===== src/rtl/pc_pkg.sv =====
// Shared types and default constants for the program-counter generator.
package pc_pkg;

    localparam int PC_WIDTH      = 64;
    localparam int PC_INC        = 4;
    localparam int PC_ALIGN_BITS = 2;

    typedef enum logic [1:0] {
        BOOT   = 2'd0,
        RUN    = 2'd1,
        HALTED = 2'd2
    } pc_state_t;

endpackage


===== src/rtl/D_FF.sv =====
// Single-bit D flip-flop with synchronous reset-to-value and load enable.
module D_FF (
    input  logic clk,
    input  logic reset,
    input  logic rst_val,
    input  logic en,
    input  logic d,
    output logic q
);

    always_ff @(posedge clk) begin
        if (reset) begin
            q <= rst_val;
        end else if (en) begin
            q <= d;
        end
    end

endmodule


===== src/rtl/pc_reg.sv =====
// WIDTH-bit register assembled from D_FF cells, one per bit.
module pc_reg #(
    parameter int               WIDTH       = pc_pkg::PC_WIDTH,
    parameter logic [WIDTH-1:0] RESET_VALUE = '0
) (
    input  logic             clk,
    input  logic             reset,
    input  logic             en,
    input  logic [WIDTH-1:0] d,
    output logic [WIDTH-1:0] q
);

    for (genvar i = 0; i < WIDTH; i++) begin : g_bit
        D_FF u_ff (
            .clk     (clk),
            .reset   (reset),
            .rst_val (RESET_VALUE[i]),
            .en      (en),
            .d       (d[i]),
            .q       (q[i])
        );
    end

endmodule


===== src/rtl/pc_gen.sv =====
// Fetch PC generator: BOOT/RUN/HALTED control with stall, halt and redirect.
module pc_gen
    import pc_pkg::*;
#(
    parameter int               WIDTH        = PC_WIDTH,
    parameter logic [WIDTH-1:0] RESET_VECTOR = '0,
    parameter int               INC          = PC_INC,
    parameter int               ALIGN_BITS   = PC_ALIGN_BITS
) (
    input  logic             clk,
    input  logic             reset,
    input  logic             stall,
    input  logic             halt,
    input  logic             redirect_valid,
    input  logic [WIDTH-1:0] redirect_target,
    output logic [WIDTH-1:0] pc,
    output logic             pc_valid,
    output logic             misalign_err
);

    localparam logic [WIDTH-1:0] INC_W = WIDTH'(INC);

    pc_state_t        state_q, state_d;
    logic [WIDTH-1:0] pc_d;
    logic             pc_en;
    logic             valid_d;
    logic             err_d;
    logic             aligned;

    assign aligned = (redirect_target[ALIGN_BITS-1:0] == '0);

    always_ff @(posedge clk) begin
        if (reset) begin
            state_q      <= BOOT;
            pc_valid     <= 1'b0;
            misalign_err <= 1'b0;
        end else begin
            state_q      <= state_d;
            pc_valid     <= valid_d;
            misalign_err <= err_d;
        end
    end

    always_comb begin
        state_d = state_q;
        pc_d    = pc;
        pc_en   = 1'b0;
        valid_d = pc_valid;
        err_d   = 1'b0;
        unique case (state_q)
            BOOT: begin
                state_d = RUN;
                valid_d = 1'b1;
            end
            RUN: begin
                // redirect outranks halt and stall
                if (redirect_valid) begin
                    if (aligned) begin
                        pc_d    = redirect_target;
                        pc_en   = 1'b1;
                        valid_d = 1'b1;
                    end else begin
                        err_d   = 1'b1;
                        valid_d = 1'b0;
                        state_d = HALTED;
                    end
                end else if (halt) begin
                    valid_d = 1'b0;
                    state_d = HALTED;
                end else if (!stall) begin
                    pc_d    = pc + INC_W;
                    pc_en   = 1'b1;
                    valid_d = 1'b1;
                end
            end
            HALTED: begin
                valid_d = 1'b0;
                if (redirect_valid) begin
                    if (aligned) begin
                        pc_d    = redirect_target;
                        pc_en   = 1'b1;
                        valid_d = 1'b1;
                        state_d = RUN;
                    end else begin
                        err_d = 1'b1;
                    end
                end
            end
            default: begin
                state_d = BOOT;
                valid_d = 1'b0;
            end
        endcase
    end

    pc_reg #(
        .WIDTH       (WIDTH),
        .RESET_VALUE (RESET_VECTOR)
    ) u_pc_reg (
        .clk   (clk),
        .reset (reset),
        .en    (pc_en),
        .d     (pc_d),
        .q     (pc)
    );

endmodule


===== config.mk =====
export PLATFORM = sky130hd
export DESIGN_NAME = pc_gen
export DESIGN_NICKNAME = d
export VERILOG_FILES = /design/src/rtl/pc_pkg.sv /design/src/rtl/D_FF.sv /design/src/rtl/pc_reg.sv /design/src/rtl/pc_gen.sv
export SDC_FILE = /design/constraint.sdc
export NUM_CORES = 1
export LEC_CHECK = 0
export ABC_AREA = 1
export BUFFER_PORTS_ARGS = -buffer_cell sky130_fd_sc_hd__buf_2
export CAP_MARGIN = 20
export CORE_ASPECT_RATIO = 0.8
export CORE_UTILIZATION = 33
export DETAILED_ROUTE_END_ITERATION = 8
export GPL_TIMING_DRIVEN = 1
export PLACE_DENSITY = 0.5
export SYNTH_ARGS = -nofsm -noshare
export SYNTH_HDL_FRONTEND = slang
export SYNTH_SLANG_ARGS = --single-unit
export TNS_END_PERCENT = 100

===== constraint.sdc =====
create_clock -name clk -period 3.05 [get_ports clk]
set_input_delay 0.305 -clock clk [delete_from_list [all_inputs] [get_ports clk]]
set_output_delay 0.305 -clock clk [all_outputs]
set_load 0.01 [all_outputs]

# Word-level counts from Yosys, hierarchy flattened
# Cells that the tools add are included.
[word_totals]
register_bits = 68
inputBits = 69
out_inout_bits = 66
elab_cells = 109
[classes]
add_sub_neg = 1
eq_ne = 9
n_mux = 23
n_bitwise = 2
n_reduce_logical = 7
[ops]
columns = ["op", "n"]
rows = [
  ["2-to-1 mux 64 bit", 5],
  ["case mux 64 bit (2 select lines)", 1],
  ["adder 64 x 3 -> 64 bit (second input constant)", 1],
  ["inequality test 3 bit (second input constant)", 4],
  ["2-to-1 mux 2 bit", 5],
  ["2-to-1 mux 1 bit", 9],
  ["case mux 2 bit (3 select lines)", 1],
  ["AND reduction 5 bit", 1],
  ["logical NOT 2 bit", 2],
  ["inequality test 2 bit (second input constant)", 2],
  ["inequality test 4 bit (second input constant)", 1],
  ["AND reduction 4 bit", 1],
  ["case mux 1 bit (3 select lines)", 1],
  ["OR reduction 3 bit", 1],
  ["== test 2 x 1 -> 1 bit (second input constant)", 1],
  ["== test 2 bit (second input constant)", 1],
  ["NOT 1 bit", 2],
  ["case mux 1 bit (2 select lines)", 1],
  ["nonzero test 2 bit", 1],
  ["OR reduction 2 bit", 1],
]

# Depth between registers and ports, before layout
[logic_depth]
depth_word = 5
mapped_depth = 12
mapped_depth_nobuf = 12

# Cells and area by module
# A second synthesis with hierarchy kept.
[unflattened]
cells_unflattened = 1531
area_unflattened_um2 = 8670.8
[modules_own_cells]
columns = ["module", "instances", "cells_each", "area_each_um2"]
rows = [
  ["pc_gen", 1, 1146, 5383.9],
  ["D_FF", 64, 6, 51.3],
  ["pc_reg", 1, 1, 3.8],
]

# Least setup slack after synthesis
# OpenSTA, ideal clock, no wires.
[synth_path]
kind = "register to register"
from = "register state_q[0]"
to = "register u_pc_reg.g_bit[19].u_ff.q"
setup_ns = 0.116
t_arrival_ns = 1.618
required_ns = 2.934
path_slack_ns = 1.316
path_stages_with_launch = 9
path_buffers = 2
path_cell_list = "dfxtp_1 > inv_1 > ha_1 > nor2_2 > buf_2 > buf_1 > nand4_1 > a21oi_1 > nor2_1"
[synth_between]
elab_chain_cells = 3
elab_cells_between_ends = 9
[synth_rtl]
columns = ["item", "line", "rtl"]
rows = [
  ["start: declaration", "pc_gen.sv:23", "pc_state_t state_q, state_d;"],
  ["start signal: assignment", "pc_gen.sv:38", "state_q <= state_d;"],
  ["== test 2 x 1 -> 1 bit or == test 2 bit (tied branches)", "pc_gen.sv:50", "unique case (state_q)"],
  ["inequality test 3 bit (no line), or another cell as far along", "-", ""],
  ["AND reduction 5 bit (no line)", "-", ""],
  ["end signal: assignment", "D_FF.sv:13", "q <= rst_val;"],
  ["end: declaration", "D_FF.sv:8", "output logic q"],
]
# Parallel ways exist; a longest one is shown, timed or not.
# A chain may end at the register's enable or synchronous reset.

# Worst setup path in the final report
[layout_path]
from = "register state_q[0]"
to = "register u_pc_reg.g_bit[59].u_ff.q"
[layout_between]
elab_chain_cells = 3
elab_cells_between_ends = 9
[layout_rtl]
columns = ["item", "line"]
rows = [
  ["== test 2 x 1 -> 1 bit or == test 2 bit (tied branches)", "pc_gen.sv:50"],
  ["inequality test 3 bit (no line), or another cell as far along", "-"],
  ["AND reduction 5 bit (no line)", "-"],
  ["end signal: assignment", "D_FF.sv:13"],
  ["end: declaration", "D_FF.sv:8"],
]
# Parallel ways exist; a longest one is shown, timed or not.

==> flow_summary.json <==
{
  "clkLatencyLatePin_ps": 350,
  "cp_num_buf_inv": 3,
  "wl_per_cell_um": 16.6,
  "cts_sinks": 68,
  "h-tree-depth": 3,
  "synth_top_cell_by_area": "dfxtp_1",
  "cpMostUsedCell": "a21oi_1",
  "drc": 0,
  "yosysUniqueCellTypes": 34,
  "nNetsFinal": 1234,
  "cts-root-buf": "clkbuf_16",
  "ys.flop_type": "dfxtp_1",
  "met1Wirelength_um": 12100,
  "hold_buffers": 0,
  "tightestPinTransition_ps": 582,
  "n_antenna_cell": 0,
  "tritoncts": "yes",
  "grt_pass1_wl_um": 37000,
  "synth_edf_count": 0,
  "synth_seq_cells": 68,
  "dr_wl_met3_um": 1630,
  "dp_hpwl_um": 17800,
  "max-vdd-ir-drop_mv": 0.218,
  "cts.clk_slew.worst_paths_ps": 60,
  "drive_gt1_frac": 0.169,
  "via_per_inst": 5.06,
  "place_congestion": 0.911,
  "area.growth.synth_to_final_pct": 11.4,
  "rsz0062_at_grt": "no",
  "port_buffers": 134,
  "p_per_area_mw_per_mm2": 452,
  "die_w_um": 156,
  "drt-initial-drc-count": 612,
  "synthCells": 1116,
  "cp.arrival_ps": 2330,
  "synth_area_leaders": "dfxtp_1 22%, nand2_1 17%, nor2_1 10%",
  "top_layer": "met4",
  "maxSlewViolCount": 0,
  "finalHoldViolations": 0,
  "gr-total-overflow": 0,
  "rows": 44,
  "clock.fmax_ghz": 0.472,
  "crit_chain": "inv_1 -> ha_1 -> nor2_4 -> inv_2 -> buf_4 -> o21ai_0 -> a21oi_1 -> nor2_1 -> nand2_1 -> a21oi_1",
  "num_vias": 7182,
  "syn_nets": 1190,
  "cts-buffers-inserted": 9,
  "route.met2.wl_um": 9410,
  "crit_fanout": 27,
  "fin_skew_ps": 7.42,
  "status": "finished clean",
  "synth_area_per_cell_um2": 5.61,
  "grt_max_degree": 96,
  "antenna_found_initial": 0,
  "cts_buffer_depth": 2,
  "path_class": "reg -> reg",
  "drtAntennaViolNets": 0,
  "p_leak_nw": 2.87,
  "finalSetupTns_ps": 0,
  "finalSetupViolCount": 0,
  "io_pins": 135,
  "fillers": 2153,
  "min_period_over_period": 0.694,
  "hold_path_class": "in -> reg",
  "drv_cap": 0,
  "slew_headroom": 0.611,
  "die_y_um": 125,
  "core_area_mm2": 0.0184,
  "ctsResizeCount": 0,
  "yosys_warnings": 0,
  "slowest_stage": "inv_2",
  "min_period_ps": 2120,
  "power_mw": 3.15,
  "yosysTopAreaCellShare": 0.217,
  "drt_pass1_iterations": 5,
  "ys_seq_area_frac": 0.217,
  "grt_pass1_vias": 6512,
  "ys_async_sr_fraction": 0,
  "cp_data_required_time_ps": 3260,
  "grt_usage": 0.246,
  "cpPeakStageDelay_ps": 390,
  "cp_top_family": "buffers and inverters",
  "start_util": 0.341,
  "die_area_mm2": 0.0195,
  "wl_um": 23600,
  "critPathCaptureType": "flop",
  "cp-start-kind": "flop",
  "postCtsSetupBuffers": 0,
  "netlist_area_mm2": 0.00626,
  "holdWs_ps": 276
}
-- state kept, by name (all words and copies together) (netlist names) --
name	flops
u_pc_reg.g_bit.u_ff.q	64
state_q	2
pc_valid	1
misalign_err	1
-- worst paths after layout --
path | start | to | slack (ps) | cells past startpoint
setup / recovery | state_q[0]$_SDFFE_PP0P_ | u_pc_reg.g_bit[59].u_ff.q$_SDFFE_PP0P_ | 930 | 10
hold / removal | redirect_valid | misalign_err$_SDFF_PP0_ | 280 | 3
setup reg to reg | state_q[0]$_SDFFE_PP0P_ | u_pc_reg.g_bit[59].u_ff.q$_SDFFE_PP0P_ | 930 | 10
hold reg to reg | u_pc_reg.g_bit[1].u_ff.q$_SDFFE_PP0P_ | u_pc_reg.g_bit[1].u_ff.q$_SDFFE_PP0P_ | 470 | 2
-- stage by stage --
stage               utilization  setup WS, ps  std cells  cell area, um^2
floorplan                     -          1320       1116             6260
global placement          0.362           981       1402             6660
detailed placement        0.362           907       1402             6660
CTS                       0.379           947       1418             6980
global route              0.379           737       1418             6980
finish                    0.379           933       1418             6980
-- layer usage --
layer  up-vias  global-route usage
met2       263               0.351
li1       3634                   -
met3        26              0.0464
met4         0              0.0623
met1      3259               0.372
met5         -                   0
-- synth_stat cells, types with 9 or more instances --
master,number
inv_1,106
nand2_1,292
nor2_1,172
o21ai_1,9
nand3_1,73
nand4_1,22
buf_4,65
nor2_2,10
o21ai_0,86
buf_2,22
a21oi_1,97
dfxtp_1,68
nor3_1,15
clkbuf_1,17
-- power breakdown --
| group | switching [mW] | total [mW] | internal (mW) |
|---|---|---|---|
| Sequential | 0.113 | 1.08 | 0.970 |
| Clock | 0.427 | 1.15 | 0.721 |
| Combinational | 0.603 | 0.920 | 0.317 |
| Total | 1.14 | 3.15 | 2.01 |
-- cell families (layout without fill, tap and decap cells) --
kind of cell	count (synthesis)	count (layout)	synth area share
AO/OA/AOI/OAI	216	216	0.182
XOR/XNOR	1	1	0.00140
adder cells (fa/ha/maj)	5	5	0.00999
buffers and inverters	224	273	0.181
flip-flops	68	68	0.217
AND/OR/NAND/NOR	602	602	0.408
-- cell usage in the layout, fill, tap and decap left out, types with 4 or more instances in the layout --
cell / instances
nor2_4: 8
clkbuf_16: 9
nand2_1: 292
nor2_2: 9
buf_2: 134
nand4_1: 22
inv_2: 7
o21ai_1: 9
nand2_2: 6
dfxtp_1: 68
o31ai_1: 5
inv_1: 106
clkbuf_8: 4
ha_1: 5
nor2_1: 171
buf_4: 8
a21oi_1: 97
o21ai_0: 86
a211oi_1: 7
nand3_1: 73
nor3_1: 15
-- worst reg2reg max path: stages (launching register included) --
cell and delay, ps:
dfxtp_1 320, inv_1 100, ha_1 310, nor2_4 80, inv_2 400, buf_4 330, o21ai_0 140, a21oi_1 130
nor2_1 60, nand2_1 70, a21oi_1 50
-- final cells by class --
cell class	instances	area, um^2	area share
Clock buffer	13	280	0.0402
Clock inverter	3	42.5	0.00610
Inverter	113	424	0.0608
Multi-Input combinational cell	824	3780	0.542
Sequential cell	68	1360	0.195
Tap cell	253	317	0.0454
Timing Repair Buffer	144	771	0.110
(Power assumes the default switching activity.)
